## src/rtl/bidir_bus_ctrl_if.sv

```systemverilog
// rtl/bidir_bus_ctrl_if.sv - request/ack and IO-buffer pad bundle for bidir_bus_ctrl
//
// Signals:
//   req, wr, wdata : transfer request from core logic (sampled when busy=0)
//   busy, ack      : transfer in progress / one-cycle completion pulse
//   rdata          : last captured read data
//   pad_i          : data to IO buffer inputs
//   pad_t          : IO buffer tristate control, 1 = released (high-Z)
//   pad_o          : data from IO buffer outputs
// Modports:
//   slave  : the controller
//   master : core logic plus IO buffer bank
interface bidir_bus_ctrl_if #(
    parameter int WIDTH = 8
);
    logic             req;
    logic             wr;
    logic [WIDTH-1:0] wdata;
    logic             busy;
    logic             ack;
    logic [WIDTH-1:0] rdata;
    logic [WIDTH-1:0] pad_i;
    logic             pad_t;
    logic [WIDTH-1:0] pad_o;

    modport slave (
        input  req, wr, wdata, pad_o,
        output busy, ack, rdata, pad_i, pad_t
    );

    modport master (
        output req, wr, wdata, pad_o,
        input  busy, ack, rdata, pad_i, pad_t
    );
endinterface

```

## src/rtl/bidir_bus_ctrl.sv

```systemverilog
// rtl/bidir_bus_ctrl.sv - half-duplex sequencer for a tri-state bidirectional data bus
//
// Ports:
//   clk   : clock, all state changes on the rising edge
//   rst_n : asynchronous active-low reset; releases the bus immediately
//   bus   : bidir_bus_ctrl_if.slave (req/wr/wdata in, busy/ack/rdata out,
//           pad_i/pad_t to IO buffers, pad_o from IO buffers)
// Parameters:
//   WIDTH   : data width
//   DRV_CYC : cycles the bus is driven per write (1..15)
//   TA_CYC  : released turnaround cycles after a write before ack (0..15)
//   RD_LAT  : edges from read accept to capture of pad_o (1..15)
module bidir_bus_ctrl #(
    parameter int WIDTH   = 8,
    parameter int DRV_CYC = 1,
    parameter int TA_CYC  = 1,
    parameter int RD_LAT  = 2
) (
    input  logic                clk,
    input  logic                rst_n,
    bidir_bus_ctrl_if.slave     bus
);
    typedef enum logic [1:0] {
        S_IDLE  = 2'd0,
        S_DRIVE = 2'd1,
        S_TURN  = 2'd2,
        S_WAIT  = 2'd3
    } state_t;

    // The shared down-counter holds "edges remaining minus one" in the
    // current phase, so a phase ends on the edge where it reads zero.
    localparam logic [3:0] DRV_LOAD = 4'(DRV_CYC - 1);
    localparam logic [3:0] TA_LOAD  = 4'(TA_CYC - 1);
    localparam logic [3:0] RD_LOAD  = 4'(RD_LAT - 1);
    localparam bit         HAS_TURN = (TA_CYC != 0);

    state_t           state_q, state_d;
    logic [3:0]       cnt_q, cnt_d;
    logic             pad_t_q, pad_t_d;
    logic [WIDTH-1:0] pad_i_q, pad_i_d;
    logic [WIDTH-1:0] rdata_q, rdata_d;
    logic             ack_q, ack_d;
    logic             busy_q, busy_d;

    always_ff @(posedge clk or negedge rst_n) begin
        if (!rst_n) begin
            state_q <= S_IDLE;
            cnt_q   <= 4'd0;
            pad_t_q <= 1'b1;
            pad_i_q <= '0;
            rdata_q <= '0;
            ack_q   <= 1'b0;
            busy_q  <= 1'b0;
        end else begin
            state_q <= state_d;
            cnt_q   <= cnt_d;
            pad_t_q <= pad_t_d;
            pad_i_q <= pad_i_d;
            rdata_q <= rdata_d;
            ack_q   <= ack_d;
            busy_q  <= busy_d;
        end
    end

    // Outputs are computed for the state being entered, so every pad and
    // handshake signal comes straight from a flop.
    always_comb begin
        state_d = state_q;
        cnt_d   = cnt_q;
        pad_t_d = 1'b1;
        pad_i_d = pad_i_q;
        rdata_d = rdata_q;
        ack_d   = 1'b0;

        case (state_q)
            S_IDLE: begin
                if (bus.req) begin
                    if (bus.wr) begin
                        state_d = S_DRIVE;
                        cnt_d   = DRV_LOAD;
                        pad_t_d = 1'b0;
                        pad_i_d = bus.wdata;
                    end else begin
                        state_d = S_WAIT;
                        cnt_d   = RD_LOAD;
                    end
                end
            end
            S_DRIVE: begin
                if (cnt_q == 4'd0) begin
                    if (HAS_TURN) begin
                        state_d = S_TURN;
                        cnt_d   = TA_LOAD;
                    end else begin
                        state_d = S_IDLE;
                        ack_d   = 1'b1;
                    end
                end else begin
                    cnt_d   = cnt_q - 4'd1;
                    pad_t_d = 1'b0;
                end
            end
            S_TURN: begin
                if (cnt_q == 4'd0) begin
                    state_d = S_IDLE;
                    ack_d   = 1'b1;
                end else begin
                    cnt_d = cnt_q - 4'd1;
                end
            end
            S_WAIT: begin
                if (cnt_q == 4'd0) begin
                    state_d = S_IDLE;
                    ack_d   = 1'b1;
                    rdata_d = bus.pad_o;
                end else begin
                    cnt_d = cnt_q - 4'd1;
                end
            end
            default: begin
                state_d = S_IDLE;
            end
        endcase

        busy_d = (state_d != S_IDLE);
    end

    assign bus.busy  = busy_q;
    assign bus.ack   = ack_q;
    assign bus.rdata = rdata_q;
    assign bus.pad_i = pad_i_q;
    assign bus.pad_t = pad_t_q;
endmodule

```

## src/flat_wrapper.sv

```systemverilog
// flat-port wrapper written by rule: the top's interface ports become plain ports
module bidir_bus_ctrl_flat 
#(
    parameter int WIDTH   = 8,
    parameter int DRV_CYC = 1,
    parameter int TA_CYC  = 1,
    parameter int RD_LAT  = 2
)
  (clk, rst_n, bus_req, bus_wr, bus_wdata, bus_pad_o, bus_busy, bus_ack, bus_rdata, bus_pad_i, bus_pad_t);
  bidir_bus_ctrl_if #(.WIDTH(WIDTH)) bus_i ();
  input  logic clk;
  input  logic rst_n;
  input wire logic [$bits(bus_i.req)-1:0] bus_req;
  input wire logic [$bits(bus_i.wr)-1:0] bus_wr;
  input wire logic [$bits(bus_i.wdata)-1:0] bus_wdata;
  input wire logic [$bits(bus_i.pad_o)-1:0] bus_pad_o;
  output wire logic [$bits(bus_i.busy)-1:0] bus_busy;
  output wire logic [$bits(bus_i.ack)-1:0] bus_ack;
  output wire logic [$bits(bus_i.rdata)-1:0] bus_rdata;
  output wire logic [$bits(bus_i.pad_i)-1:0] bus_pad_i;
  output wire logic [$bits(bus_i.pad_t)-1:0] bus_pad_t;
  assign bus_i.req = bus_req;
  assign bus_i.wr = bus_wr;
  assign bus_i.wdata = bus_wdata;
  assign bus_i.pad_o = bus_pad_o;
  assign bus_busy = bus_i.busy;
  assign bus_ack = bus_i.ack;
  assign bus_rdata = bus_i.rdata;
  assign bus_pad_i = bus_i.pad_i;
  assign bus_pad_t = bus_i.pad_t;
  bidir_bus_ctrl #(.WIDTH(WIDTH), .DRV_CYC(DRV_CYC), .TA_CYC(TA_CYC), .RD_LAT(RD_LAT)) u_core (.clk(clk), .rst_n(rst_n), .bus(bus_i));
endmodule
```

## config.mk

```make
export PLATFORM = sky130hd
export DESIGN_NAME = bidir_bus_ctrl_flat
export DESIGN_NICKNAME = d
export VERILOG_FILES = /design/src/rtl/bidir_bus_ctrl_if.sv /design/src/rtl/bidir_bus_ctrl.sv /design/src/flat_wrapper.sv
export SDC_FILE = /design/constraint.sdc
export NUM_CORES = 1
export LEC_CHECK = 0
export CORE_MARGIN = 8
export CORE_UTILIZATION = 44
export DETAILED_ROUTE_END_ITERATION = 10
export GPL_TIMING_DRIVEN = 0
export PLACE_DENSITY = 0.82
export SETUP_SLACK_MARGIN = 0.1
export SYNTH_ARGS = -nofsm -noshare
export SYNTH_HDL_FRONTEND = slang
export SYNTH_SLANG_ARGS = --single-unit
```

## constraint.sdc

```tcl
create_clock -name clk -period 2 [get_ports clk]
set_clock_uncertainty 0.2 [all_clocks]
set_input_delay 0.4 -clock clk [delete_from_list [all_inputs] [get_ports clk]]
set_output_delay 0.4 -clock clk [all_outputs]
set_load 0.02 [all_outputs]
```

==> results of run 1 <==
[area by class of cell]
class	instances	area (um^2)
Fill cell	210	893
Sequential cell	25	627
Multi-Input combinational cell	47	482
Timing Repair Buffer	38	369
Tap cell	30	37.5
Clock buffer	3	22.5
Buffer	2	22.5
Inverter	5	18.8
Clock inverter	1	5.00
[metal layers]
metal,vias up,GRT usage (%),wire length [um]
met4,0,3.92,24
met2,26,18.5,1220
met1,390,14.8,1060
li1,365,-,-
met3,4,3.36,213
met5,-,0,0
[registers in the layout, indices dropped and copies added (netlist names)]
signal / flops
u_core.bus.rdata: 8
u_core.bus.ack: 1
u_core.bus.pad_i: 8
u_core.bus.busy: 1
u_core.cnt_q: 4
u_core.state_q: 2
u_core.bus.pad_t: 1
[placed cells by master (no fill, tap or decap), types with 2 or more instances in the layout]
cell type	Yosys	routed
a21oi_1	2	2
dfrtp_1	24	24
mux2i_1	2	2
dlygate4sd2_1	0	15
nor2b_1	2	2
clkbuf_4	0	3
o31ai_1	2	2
inv_1	5	5
nor3_1	2	2
buf_6	2	2
nand2_1	4	4
clkdlybuf4s50_1	0	20
ha_1	2	2
mux2_4	16	16
dlymetal6s2s_1	0	3
[per-stage QoR]
| stage | cell area [um^2] | power (W) | cells | utilization [%] |
|---|---|---|---|---|
| after global placement | 1570 | 0.00237 | 147 | 63.3 |
| final | 1580 | 0.00249 | 151 | 63.9 |
| after floorplan | 1150 | 0.00183 | 79 | - |
| after detailed placement | 1570 | 0.00241 | 147 | 63.3 |
| after CTS | 1580 | 0.00252 | 151 | 63.6 |
| after global routing | 1580 | 0.00265 | 151 | 63.9 |
[repair_timing]
action                     4_1_cts  5_1_grt
pin swaps                        0        0
resized for setup               15        3
setup endpoints to repair       15        3
[final timing paths]
check	start	endpoint	slack [ps]
hold reg to reg	u_core.bus.rdata[3]	u_core.bus.rdata[3]	320
min in group asynchronous	rst_n	u_core.cnt_q[2]	450
setup / recovery	u_core.bus.busy	bus_busy	160
setup reg to reg	u_core.cnt_q[1]	u_core.bus.rdata[7]	250
hold / removal	u_core.bus.rdata[3]	u_core.bus.rdata[3]	320
max in group asynchronous	rst_n	u_core.bus.pad_i[3]	480
[cell families (layout without fill, tap and decap cells)]
logic type	Yosys count	after routing	synth area share [%]
buf+inv	7	49	3.59
fa+ha+maj	2	2	2.18
mux	18	18	22.6
compound gates	9	9	5.44
flops	25	25	54.5
xor+xnor	1	1	0.762
simple gates	17	17	10.9
[power groups by stage]
stage	sequential (W)	combinational (W)	clock, W
6_report	0.000922	0.00134	0.000227
5_1_grt	0.000954	0.00145	0.000251
4_1_cts	0.000924	0.00137	0.000229
3_5_place_dp	0.000941	0.00147	0
3_3_place_gp	0.000921	0.00145	0
2_1_floorplan	0.00115	0.000672	0
[worst reg2reg max path, delay by kind of cell (launching register included)]
| family | cells | cell delay, ps |
|---|---|---|
| simple gates | 2 | 420 |
| flops | 1 | 420 |
| fa+ha+maj | 1 | 220 |
| mux | 1 | 310 |
| buf+inv | 1 | 120 |
==> results.cfg, run 1 <==
[detailed_routing]
vias_per_cell = 5.20
vias = 785
drt_iter0_markers = 11
ant_nets = 0
drc = 0
routed_wl_um = 2520
first_pass_iters = 4
avgRoutedWirePerCell_um = 16.7

[yosys]
synth_cell_types = 27
syn_area_um2 = 1150
synth_flop_cell = dfrtp_1
syn_avg_cell_area_um2 = 14.6
synth_edf_count = 0
syn_inst = 79
synth_fp_nets = 101
async_flop_share_pct = 100
yosysMostFrequentCell = dfrtp_1
synth_top_area_share_pct = 52.2
yosys.area.top_type = dfrtp_1
synthTopCellsByCount = dfrtp_1, mux2_4, inv_1
seq_area_frac_synth_pct = 54.5
synth_seq_cells = 25
ys_warn_count = 0
yosys-top-cells-area = dfrtp_1, mux2_4, dfstp_2

[floorplan]
die_area_um2 = 4510
ioPinCount = 39
core_area_um2 = 2480
num_rows = 18
die_x_um = 67.1
chipHeight_um = 67.1
initial_core_util_pct = 46.4

[worst_setup_path]
crit_path_cell_trace = clkdlybuf4s50_1
slowest_stage = clkdlybuf4s50_1
required_ps = 1400
worst_path_dominant_cell_family = buffers and inverters
crit_fanout = 1
cp.arrival_ps = 1240
max_stage_delay_ps = 590
path_buf_inv = 1
start_kind = register
endpoint_kind = output port
crit_type = reg -> out
worstRegToRegCells = 5
path_depth = 1

[power_and_ir_drop]
clockPowerShare_pct = 9.1
powerDensity_nw_per_um2 = 1570
p_seq_share_pct = 37.0
swShare_pct = 38.9
netSwitchingPower_w = 0.000970
internal_power_w = 0.00152
ir_worst_vdd_mv = 0.870
p_leak_nw = 0.764
combPwrFrac_pct = 53.9

[place]
dpl.hpwl_um = 1910
globalplace.congestion = 0.817
portBuffers = 38
post-place-ws_ps = -32.2

[min_path]
whs_path_depth = 1
min_path_type = reg -> reg

[timing]
hold_viol = 0
hold_ws_ps = 321
rsz0062_at_grt = false
drv_slew = 0
slew_headroom_pct = 26.4
fin_setup_tns_ps = 0
setup_ws_ps = 162
finalSetupViolCount = 0
fmax_ghz = 0.544
fin_crit_sh_pct = 91.9
min_period_ps = 1840
worst_pin_slew_ps = 1100

[global_routing]
grt_remaining_overflow = 0
first_global_vias = 824
antenna_found_initial = 0
grt_pass1_wl_um = 4140
grt_usage_pct = 11.6
grt_max_degree = 26

[cts]
numCtsBuffers = 3
hold_buffers = 0
htree_levels = 1
cts.reportedPaths.clkPinSlew_ps = 150
cts_tree = done
clock_path_buffers = 2
clkSinkCount = 25
clock_latency_ps = 320
post_cts_buffers = 0
cts_root_buffer = clkbuf_4

[flow_run]
max_cap_viol_count = 0

[layout]
drive_gt1_share_pct = 22.3
finalNetCount = 144
insertedDiodeCount = 0
syn2layout_area_growth_pct = 37.8

[outcome]
status = complete, no violations
Note: power is estimated with default switching activity, not from simulation.
==> run 2: changes to the inputs <==
--- a/config.mk
+++ b/config.mk
@@ -9,7 +9,7 @@
 export CORE_UTILIZATION = 44
 export DETAILED_ROUTE_END_ITERATION = 10
 export GPL_TIMING_DRIVEN = 0
-export PLACE_DENSITY = 0.82
+export PLACE_DENSITY = 0.78
 export SETUP_SLACK_MARGIN = 0.1
 export SYNTH_ARGS = -nofsm -noshare
 export SYNTH_HDL_FRONTEND = slang
==> results.cfg, run 2 (synthesis results as in run 1) <==
[place]
dpl.hpwl_um = 2050
portBuffers = 38
globalplace.congestion = 0.859

[timing]
worst_pin_slew_ps = 1040
drv_slew = 0
fin_crit_sh_pct = 92.3
rsz0062_at_grt = false
hold_ws_ps = 326
slew_headroom_pct = 30.8
hold_viol = 0
fmax_ghz = 0.542
min_period_ps = 1850
finalSetupViolCount = 0

[power_and_ir_drop]
ir_worst_vdd_mv = 0.934
combPwrFrac_pct = 54.2
clockPowerShare_pct = 8.9
p_seq_share_pct = 36.9
internal_power_w = 0.00151
swShare_pct = 39.0
powerDensity_nw_per_um2 = 1570
p_leak_nw = 0.743
netSwitchingPower_w = 0.000968

[detailed_routing]
avgRoutedWirePerCell_um = 17.2
ant_nets = 0
vias_per_cell = 5.18
first_pass_iters = 4
vias = 782
drc = 0
routed_wl_um = 2600
drt_iter0_markers = 31

[cts]
cts.reportedPaths.clkPinSlew_ps = 140
hold_buffers = 0
clock_latency_ps = 320
clock_path_buffers = 2
cts_root_buffer = clkbuf_4
cts_tree = done
htree_levels = 1
numCtsBuffers = 3
clkSinkCount = 25

[layout]
insertedDiodeCount = 0
post-route-util_pct = 63.6
drive_gt1_share_pct = 22.3
finalNetCount = 144
final_common_cell = dfrtp_1
layout_common_cells = dfrtp_1, clkdlybuf4s50_1, dlygate4sd2_1
syn2layout_area_growth_pct = 37.1

[floorplan]
num_rows = 18
initial_core_util_pct = 46.4
chipHeight_um = 67.1
die_area_um2 = 4510
ioPinCount = 39
core_area_um2 = 2480
die_x_um = 67.1

[worst_setup_path]
r2r-start = u_core.cnt_q[1]
path_buf_inv = 1
start_kind = register
crit_fanout = 1
cp.arrival_ps = 1250
crit_path_cell_trace = clkdlybuf4s50_1
slowest_stage = clkdlybuf4s50_1
worst_path_dominant_cell_family = buffers and inverters
crit_start = u_core.bus.busy
max_stage_delay_ps = 600
required_ps = 1400
crit_type = reg -> out
endpoint_kind = output port

[min_path]
min_path_type = reg -> reg
min_from = u_core.bus.rdata[4]

[global_routing]
grt_max_degree = 26
antenna_found_initial = 0
met3_usage_pct = 1.85
grt_usage_pct = 12.0
grtUsageMet1_pct = 14.9
grt.busiest_layer = met2
met2_usage_pct = 20.4
grt_remaining_overflow = 0
grt_pass1_wl_um = 4150
first_global_vias = 788

[flow_run]
max_cap_viol_count = 0

[outcome]
status = complete, no violations
-- run 2: layer usage --
metal  part of all wire (%)  up-vias
li1                       -      364
met1                     42      395
met2                     51       21
met3                    5.9        2
met4                   0.92        0
met5                      0        -
-- run 2: cell type report --
type | count | area, um^2
Fill cell | 203 | 901
Sequential cell | 25 | 627
Multi-Input combinational cell | 47 | 482
Timing Repair Buffer | 38 | 362
Tap cell | 30 | 37.5
Clock buffer | 3 | 22.5
Buffer | 2 | 22.5
Inverter | 5 | 18.8
Clock inverter | 1 | 5.00
-- run 2: path summary, 6_finish.rpt --
| kind | endpoint | slack (ps) | depth (start not counted) |
|---|---|---|---|
| setup / recovery | bus_busy | 150 | 1 |
| hold / removal | u_core.bus.rdata[4] | 330 | 1 |
| setup reg to reg | u_core.bus.rdata[7] | 230 | 5 |
| hold reg to reg | u_core.bus.rdata[4] | 330 | 1 |
| max in group asynchronous | u_core.cnt_q[0] | 540 | 1 |
| min in group asynchronous | u_core.bus.rdata[7] | 430 | 1 |
-- run 2: metrics by stage --
stage | TNS (ps) | power [W] | std cells | worst slack (ps) | instance area (um^2)
after floorplan | 0 | 0.00183 | 79 | 375 | 1150
after global placement | 0 | 0.00236 | 147 | 8.26 | 1570
after detailed placement | -95.0 | 0.00241 | 147 | -18.2 | 1570
after CTS | 0 | 0.00250 | 151 | 103 | 1570
after global routing | 0 | 0.00265 | 151 | 107 | 1580
final | 0 | 0.00248 | 151 | 154 | 1580
-- run 2: repair_timing --
item,CTS,global route
cloned,0,0
hold endpoints to repair,0,0
buffers inserted,0,0
gates resized for setup,17,1
setup endpoints to repair,17,1
-- run 2: power groups by stage --
stage                     sequential [W]  clock, W  combinational (W)
after detailed placement        0.000936         0            0.00148
after CTS                       0.000916  0.000226            0.00136
final                           0.000916  0.000221            0.00134
after floorplan                  0.00115         0           0.000672
after global placement          0.000917         0            0.00144
after global routing            0.000952  0.000253            0.00145
==> run 3: changes to the inputs <==
--- a/config.mk
+++ b/config.mk
@@ -9,7 +9,8 @@
 export CORE_UTILIZATION = 44
 export DETAILED_ROUTE_END_ITERATION = 10
 export GPL_TIMING_DRIVEN = 0
-export PLACE_DENSITY = 0.78
+export HOLD_SLACK_MARGIN = 0.08
+export PLACE_DENSITY_LB_ADDON = 0.08
 export SETUP_SLACK_MARGIN = 0.1
 export SYNTH_ARGS = -nofsm -noshare
 export SYNTH_HDL_FRONTEND = slang
==> results.cfg, run 3 (synthesis results as in run 1) <==
[detailed_routing]
vias = 769
vias_per_cell = 5.09
first_pass_iters = 4
ant_nets = 0
avgRoutedWirePerCell_um = 15.8
routed_wl_um = 2380
drc = 0
drt_iter0_markers = 36

[cts]
hold_buffers = 0
ctsResizeCount = 14
numCtsBuffers = 3
clkSinkCount = 25
cts_root_buffer = clkbuf_4
cts_tree = done
clock_path_buffers = 2
clock_latency_ps = 300
post_cts_buffers = 0
htree_levels = 1
cts.reportedPaths.clkPinSlew_ps = 130

[worst_setup_path]
crit_path_cell_trace = dlygate4sd2_1
worst_path_dominant_cell_family = flip-flops
path_buf_inv = 1
slowest_stage = dfstp_2
required_ps = 1400
start_kind = register
crit_fanout = 1
crit_start = u_core.bus.pad_t
max_stage_delay_ps = 530
cp.arrival_ps = 1170
crit_type = reg -> out
endpoint_kind = output port
r2r-start = u_core.cnt_q[1]
r2r_slack_ps = 230

[outcome]
status = complete, no violations

[power_and_ir_drop]
p_total_w = 0.00247
p_leak_nw = 0.774
powerDensity_nw_per_um2 = 1550
ir_worst_vdd_mv = 0.858

[layout]
finalNetCount = 144
final_cells = 151
syn2layout_area_growth_pct = 38.2
final_common_cell = dfrtp_1
layout_common_cells = dfrtp_1, clkdlybuf4s50_1, mux2_4
drive_gt1_share_pct = 21.5
insertedDiodeCount = 0
design_area_um2 = 1590
post-route-util_pct = 64.1

[floorplan]
core_area_um2 = 2480
ioPinCount = 39
chipHeight_um = 67.1
initial_core_util_pct = 46.4
num_rows = 18
die_area_um2 = 4510
die_x_um = 67.1

[global_routing]
grt_pass1_wl_um = 4080
grt_max_degree = 26
grt_usage_pct = 11.5
antenna_found_initial = 0
grt_remaining_overflow = 0
first_global_vias = 865

[place]
place_area_um2 = 1570
portBuffers = 38
placed_cells = 147
globalplace.congestion = 0.810
dpl.hpwl_um = 1800

[min_path]
min_path_type = reg -> reg
min_from = u_core.bus.rdata[4]

[timing]
hold_viol = 0
rsz0062_at_grt = false
slew_headroom_pct = 27.0
finalSetupViolCount = 0
worst_pin_slew_ps = 1090
fmax_ghz = 0.564
min_period_ps = 1770
fin_crit_sh_pct = 88.6
drv_slew = 0
fin_setup_tns_ps = 0

[flow_run]
max_cap_viol_count = 0
[run 3: cell types whose count changed in the layout (fill, tap and decap cells not counted), sizes merged]
cell	delta
clkdlybuf4s50	-1
dlygate4sd2	-3
dlymetal6s2s	+4
clkbuf	+1
clkinv	-1
[run 3: area by class of cell]
class,instances,area (um^2)
fillers,209,888
well taps,30,37.5
repair buffers,38,375
plain buffers,2,22.5
flip-flops and latches,25,627
multi-input cells,47,482
inverters,5,18.8
clock buffers,4,26.3
[run 3: report_power, final]
| group | internal [W] | total (W) | leakage [nW] | switching (W) |
|---|---|---|---|---|
| Combinational | 0.000688 | 0.00134 | 0.462 | 0.000651 |
| Clock | 0.0000777 | 0.000220 | 0.0150 | 0.000142 |
| Sequential | 0.000762 | 0.000912 | 0.296 | 0.000150 |
| Total | 0.00153 | 0.00247 | 0.774 | 0.000942 |
[run 3: per-layer routing]
layer	wire length [um]	part of all wire (%)	track usage [%]	up-vias
met4	20	0.84	4.44	0
met3	198	8.3	3.36	4
met2	1110	47	18.5	29
li1	-	-	-	366
met1	1050	44	14.1	370
met5	0	0	0	-
[run 3: per-stage QoR]
| stage | setup WS [ps] | hold WS, ps |
|---|---|---|
| after floorplan | 375 | -95.6 |
| after global placement | 5.18 | 290 |
| after detailed placement | -10.7 | 296 |
| after CTS | 100 | 326 |
| after global routing | 143 | 333 |
| final | 227 | 322 |
[run 3: final timing paths]
check,cells past startpoint,end
worst max-delay path,1,bus_pad_t
worst min-delay path,1,u_core.bus.rdata[4]
worst max register to register,5,u_core.bus.rdata[5]
worst min register to register,1,u_core.bus.rdata[4]
max in group asynchronous,1,u_core.cnt_q[1]
min in group asynchronous,1,u_core.bus.busy
==> RTL change 1: new RTL, flow settings as in run 3 <==
Take the reset off `rdata_q` and load it in a clocked block of its own.
--- a/src/rtl/bidir_bus_ctrl.sv
+++ b/src/rtl/bidir_bus_ctrl.sv
@@ -48,7 +48,6 @@
             cnt_q   <= 4'd0;
             pad_t_q <= 1'b1;
             pad_i_q <= '0;
-            rdata_q <= '0;
             ack_q   <= 1'b0;
             busy_q  <= 1'b0;
         end else begin
@@ -56,10 +55,13 @@
             cnt_q   <= cnt_d;
             pad_t_q <= pad_t_d;
             pad_i_q <= pad_i_d;
-            rdata_q <= rdata_d;
             ack_q   <= ack_d;
             busy_q  <= busy_d;
         end
+    end
+
+    always_ff @(posedge clk) begin
+        rdata_q <= rdata_d;
     end
 
     // Outputs are computed for the state being entered, so every pad and
Behaviour: differs if rst_n is asserted again (counterexample within 4 cycles, from zero or initial values and one cycle with rst_n low); with rst_n held inactive, the same outputs for 10 cycles.
==> RTL change 1 against run 3 <==
Synthesized area is 8.7% lower; sequential cell count unchanged; power fell by 18%; setup slack worse by 0.068 ns; clock power decreased by 4%; count of clock-buffer cells in the layout unchanged; design area is 4.7% lower; routed wire length shrank 10%; largest cell class unchanged; highest routed layer unchanged.
==> RTL change 1: results (changes against run 3) <==
- Run status: finished clean
- Routed len/inst: 15.2 microns (-3.9%)
- Area contributors post-synth: dfrtp_1 (38%), edfxtp_1 (23%), mux2_4 (11%), dfstp_2 (2.5%), ha_1 (2.4%)
- GRT met3 Usage: 2.92% (-0.43 points)
- DP HPWL: 1.61 mm (-10%)
- Sequential-to-total area share from yosys stat: 63.5% (+9.0 points)
- Placer Congestion: 0.882 (+9.0%)
- Static Leak: 0.708 nW (-8.5%)
- Slew @ Worst Pin: 0.751 ns (-0.340 ns)
- Peak supply drop: 0.843 mV (-1.7%)
- Post-synth EDFFs: 8 (+8)
- Cts bufs inserted: 3 (unchanged)
- Syn_nets: 93 (-7.9%)
- Crit path DAT: 1.24 ns (+0.07 ns)
- Initial DRC count: 19 (-47%)
- FILL cells: 164 (-22%)
- Worst R2R Setup Slack: 0.21 ns (-0.02 ns)
- XOR/XNOR Fraction of Synth Area: 0.834% (+0.073 points)
- First-pass GRT wire length: 3.32 mm (-19%)
- Top post-synthesis cells by count: dfrtp_1 (16), edfxtp_1 (8), mux2_4 (8), inv_1 (5), nand2_1 (4)
- 1st-pass router iterations: 3 (-1)
- Post-Synth Adder-Cell Area: 2.38% (+0.21 points)
- Vias in the first global route: 674 (-22%)
- Slowest CP cell: clkdlybuf4s50_1
- Mux share of post-synthesis cell area: 13.3% (-9.3 points)
- Overall global routing resource usage: 10.0% (-1.4 points)
- DR vias: 699 (-9.1%)
- Global-route track usage on met1: 12.8% (-1.3 points)
- Hold Path Class: input port to async pin
- Largest net degree at the start of global routing: 18 (-31%)
- Ys async rst share: 68.0% (-32 points)
- Placed insts: 137 (-6.8%)
- M2 GR Usage: 15.3% (-3.2 points)
- Slowest cell delay on critical path: 0.60 ns (+0.07 ns)
- Delay-heaviest family, CP: buffers and inverters
- Cells after Synth: 71 (-10%)
- Netlist cell types: 29 (+7.4%)
- Post-synthesis compound-gate area fraction: 5.96% (+0.52 points)
[RTL change 1: cell types whose count changed after synthesis]
cell      delta
mux2_4       -8
buf_2        +1
and4bb_2     +1
dfrtp_1      -8
buf_6        -2
and4bb_4     -1
buf_8        +1
and2_1       +1
edfxtp_1     +8
nand2_8      -1
[RTL change 1: report_power, final]
part	switching [W]	internal, W
logic	0.000484	0.000502
registers	0.000111	0.000729
clock network	0.000133	0.0000777
total	0.000729	0.00131
[RTL change 1: area by class of cell]
type	instances	area (sq um)	area share [%]
clock buffer	4	26.3	1.74
sequential	25	667	44.0
tap	28	35.0	2.31
inverter	5	18.8	1.24
timing repair buffer	38	402	26.5
multi-input combinational	39	345	22.8
buffer	2	20.0	1.32
[RTL change 1: routing by layer]
layer  wire length (microns)  share of wire [%]
met1                     982                 46
met2                    1020                 48
met3                     118                5.5
met4                      16               0.75
met5                       0                  0
[RTL change 1: cells by family after synthesis]
logic type	Yosys count
muxes	10
DFF	25
adders and majority gates	2
AOI/OAI and AO/OA	9
buffers and inverters	7
xor gates and xnor gates	1
and+or+nand+nor	17
[RTL change 1: final timing paths]
check,startpoint,endpoint,cells after the start
max in group asynchronous,rst_n,u_core.state_q[1],1
min in group clk,u_core.bus.pad_i[6],u_core.bus.pad_i[6],1
worst max register to register,u_core.cnt_q[1],u_core.bus.rdata[5],4
worst max-delay path,u_core.bus.busy,bus_busy,1
worst min register to register,u_core.bus.pad_i[6],u_core.bus.pad_i[6],1
worst min-delay path,rst_n,u_core.bus.pad_i[4],1
[RTL change 1: timing repair]
| action | 4_1_cts | 5_1_grt |
|---|---|---|
| pin swaps | 0 | 0 |
| hold buffers | 0 | 0 |
| endpoints found under the setup margin | 3 | 18 |
| resized for setup | 3 | 11 |
[RTL change 1: per-stage QoR]
step / TNS, ns / hold slack (ns) / area, sq um / setup WS (ns) / total power (W)
floorplan: 0 / -0.0956 / 1050 / 0.312 / 0.00147
global placement: -0.0590 / 0.290 / 1470 / -0.0105 / 0.00186
detailed placement: -0.124 / 0.291 / 1470 / -0.0193 / 0.00188
CTS: 0 / 0.327 / 1490 / 0.100 / 0.00207
global route: 0 / 0.328 / 1510 / 0.101 / 0.00217
finish: 0 / 0.318 / 1510 / 0.159 / 0.00204
==> RTL change 2: new RTL, flow settings as in run 3 <==
Without the edit above. `WIDTH` is set to 8 in 3 places; all go to 10.
--- a/src/rtl/bidir_bus_ctrl_if.sv
+++ b/src/rtl/bidir_bus_ctrl_if.sv
@@ -11,7 +11,7 @@
 //   slave  : the controller
 //   master : core logic plus IO buffer bank
 interface bidir_bus_ctrl_if #(
-    parameter int WIDTH = 8
+    parameter int WIDTH = 10
 );
     logic             req;
     logic             wr;
--- a/src/rtl/bidir_bus_ctrl.sv
+++ b/src/rtl/bidir_bus_ctrl.sv
@@ -11,7 +11,7 @@
 //   TA_CYC  : released turnaround cycles after a write before ack (0..15)
 //   RD_LAT  : edges from read accept to capture of pad_o (1..15)
 module bidir_bus_ctrl #(
-    parameter int WIDTH   = 8,
+    parameter int WIDTH   = 10,
     parameter int DRV_CYC = 1,
     parameter int TA_CYC  = 1,
     parameter int RD_LAT  = 2
--- a/src/flat_wrapper.sv
+++ b/src/flat_wrapper.sv
@@ -1,7 +1,7 @@
 // flat-port wrapper written by rule: the top's interface ports become plain ports
 module bidir_bus_ctrl_flat 
 #(
-    parameter int WIDTH   = 8,
+    parameter int WIDTH   = 10,
     parameter int DRV_CYC = 1,
     parameter int TA_CYC  = 1,
     parameter int RD_LAT  = 2
Ports: changed (resized bus_pad_i, bus_pad_o, bus_rdata and bus_wdata); port bits go from 39 to 47. The function was not compared with the original's and may differ.
==> RTL change 2 against run 3 <==
Sequential cell count rose by 4; power is 23% higher; routed wire length increased by 22%; via count is 14% higher; critical path depth grew 4; design area up 19%; count of clock-buffer cells in the layout up 3; setup slack got worse by 0.086 ns; synthesized area grew 14%.
==> RTL change 2: results (changes against run 3) <==
- Run status: finished clean
- DR vias: 878 (+14%)
- Cts bufs inserted: 5 (+2)
- Vias in the first global route: 955 (+10%)
- Worst skew pair latency: 0.31 ns
- P&R area growth vs syn: 44.4%
- Placed inst area: 1810 sq um (+15%)
- Synth warnings: 0 (unchanged)
- DR vias/cell: 5.08 (-0.35%)
- Placer Congestion: 0.776 (-4.2%)
- Netlist cell types: 28 (+3.7%)
- 1st-pass router iterations: 4 (unchanged)
- Hold Path Class: register to register
- Initial DRC count: 31 (-14%)
- ANT cells: 0 (unchanged)
- Area contributors post-synth: dfrtp_1 (54%), mux2_4 (22%), dfstp_2 (2.0%), ha_1 (1.9%), buf_6 (1.7%)
- Switching Share: 37.2% (-0.98 points)
- Crit path DAT: 1.83 ns (+0.66 ns)
- Slew @ Worst Pin: 0.627 ns (-0.465 ns)
- Overall power: 0.00305 W (+23%)
- Placed insts: 164 (+12%)
- Most common flop cell mapped by yosys: dfrtp_1
- Post-place setup slack: -0.157 ns (-0.147 ns)
- Fmax: 538 MHz (-4.6%)
- Antenna violations before repair: 0 (unchanged)
- Largest net degree at the start of global routing: 30 (+15%)
- Slowest cell delay on critical path: 0.51 ns (-0.02 ns)
- Overall global routing resource usage: 12.0% (+0.55 points)
- Slowest CP cell: or3b_2
- Static Leak: 0.922 nW (+19%)
- I/O Buffers: 46 (+21%)
- Peak supply drop: 1.12 mV (+31%)
- Sequential-to-total area share from yosys stat: 55.7% (+1.1 points)
- Worst R2R Setup Slack: 0.14 ns (-0.09 ns)
- FILL cells: 212 (+1.4%)
- Syn_nets: 113 (+12%)
- Setup bufs post-CTS: 0 (unchanged)
- Cells after Synth: 87 (+10%)
- Ys async rst share: 100% (unchanged)
- Layout cells sized above 1: 28.2% (+6.7 points)
- CP Max Fanout: 4 (+3)
- Drt total wl: 2.90 mm (+22%)
- Top post-synthesis cells by count: dfrtp_1 (28), mux2_4 (19), inv_1 (5), nand2_1 (4)
- Logic power comb: 0.00158 W (+18%)
- Final nets: 167 (+16%)
- P_clk: 0.000396 W (+80%)
- First-pass GRT wire length: 4.75 mm (+16%)
- Clock transition at the registers of the reported paths: 0.10 ns (-0.03 ns)
- Hold Slack: 0.308 ns (-0.0141 ns)
- H-tree lvl count: 2 (+1)
- CTS Root Cell: clkbuf_4
- Delay-heaviest family, CP: simple AND/OR/NAND/NOR gates
- Clock Path Buffers: 2 (unchanged)
- DP HPWL: 2.15 mm (+19%)
-- RTL change 2: worst paths after layout --
| check | depth (start not counted) | from | end |
|---|---|---|---|
| setup / recovery | 5 | u_core.cnt_q[0] | u_core.cnt_q[1] |
| hold / removal | 1 | u_core.bus.pad_i[3] | u_core.bus.pad_i[3] |
| setup reg to reg | 5 | u_core.cnt_q[0] | u_core.cnt_q[1] |
| hold reg to reg | 1 | u_core.bus.pad_i[3] | u_core.bus.pad_i[3] |
| max in group asynchronous | 2 | rst_n | u_core.cnt_q[3] |
| min in group asynchronous | 2 | rst_n | u_core.bus.rdata[8] |
-- RTL change 2: layer usage --
| layer | vias to the layer above | track usage [%] | part of all wire, % |
|---|---|---|---|
| met5 | - | 0 | 0 |
| met4 | 0 | 4.69 | 0.93 |
| met3 | 2 | 5.65 | 7.5 |
| met2 | 33 | 17.7 | 47 |
| met1 | 428 | 14.8 | 44 |
| li1 | 415 | - | - |
-- RTL change 2: area by class of cell --
class	count	area share (%)
clock buffers	7	3.45
repair buffers	47	24.5
plain buffers	2	1.19
inverters	5	0.995
flip-flops and latches	29	38.5
clock inverters	1	0.265
multi-input cells	51	29.0
well taps	31	2.06
-- RTL change 2: repair_timing --
item	in CTS	in global routing
gates resized for setup	15	9
endpoints found under the hold margin	0	28
hold buffers	0	1
setup endpoints to repair	15	7
cloned	0	0
-- RTL change 2: logic make-up (layout without fill, tap and decap cells) --
logic type | after synthesis | count (layout) | share of synthesized area [%]
AOI/OAI and AO/OA | 9 | 9 | 4.79
DFF | 29 | 29 | 55.7
adders and majority gates | 2 | 2 | 1.92
muxes | 22 | 22 | 24.2
buffers and inverters | 7 | 62 | 3.16
and+or+nand+nor | 17 | 17 | 9.58
xor gates and xnor gates | 1 | 1 | 0.671
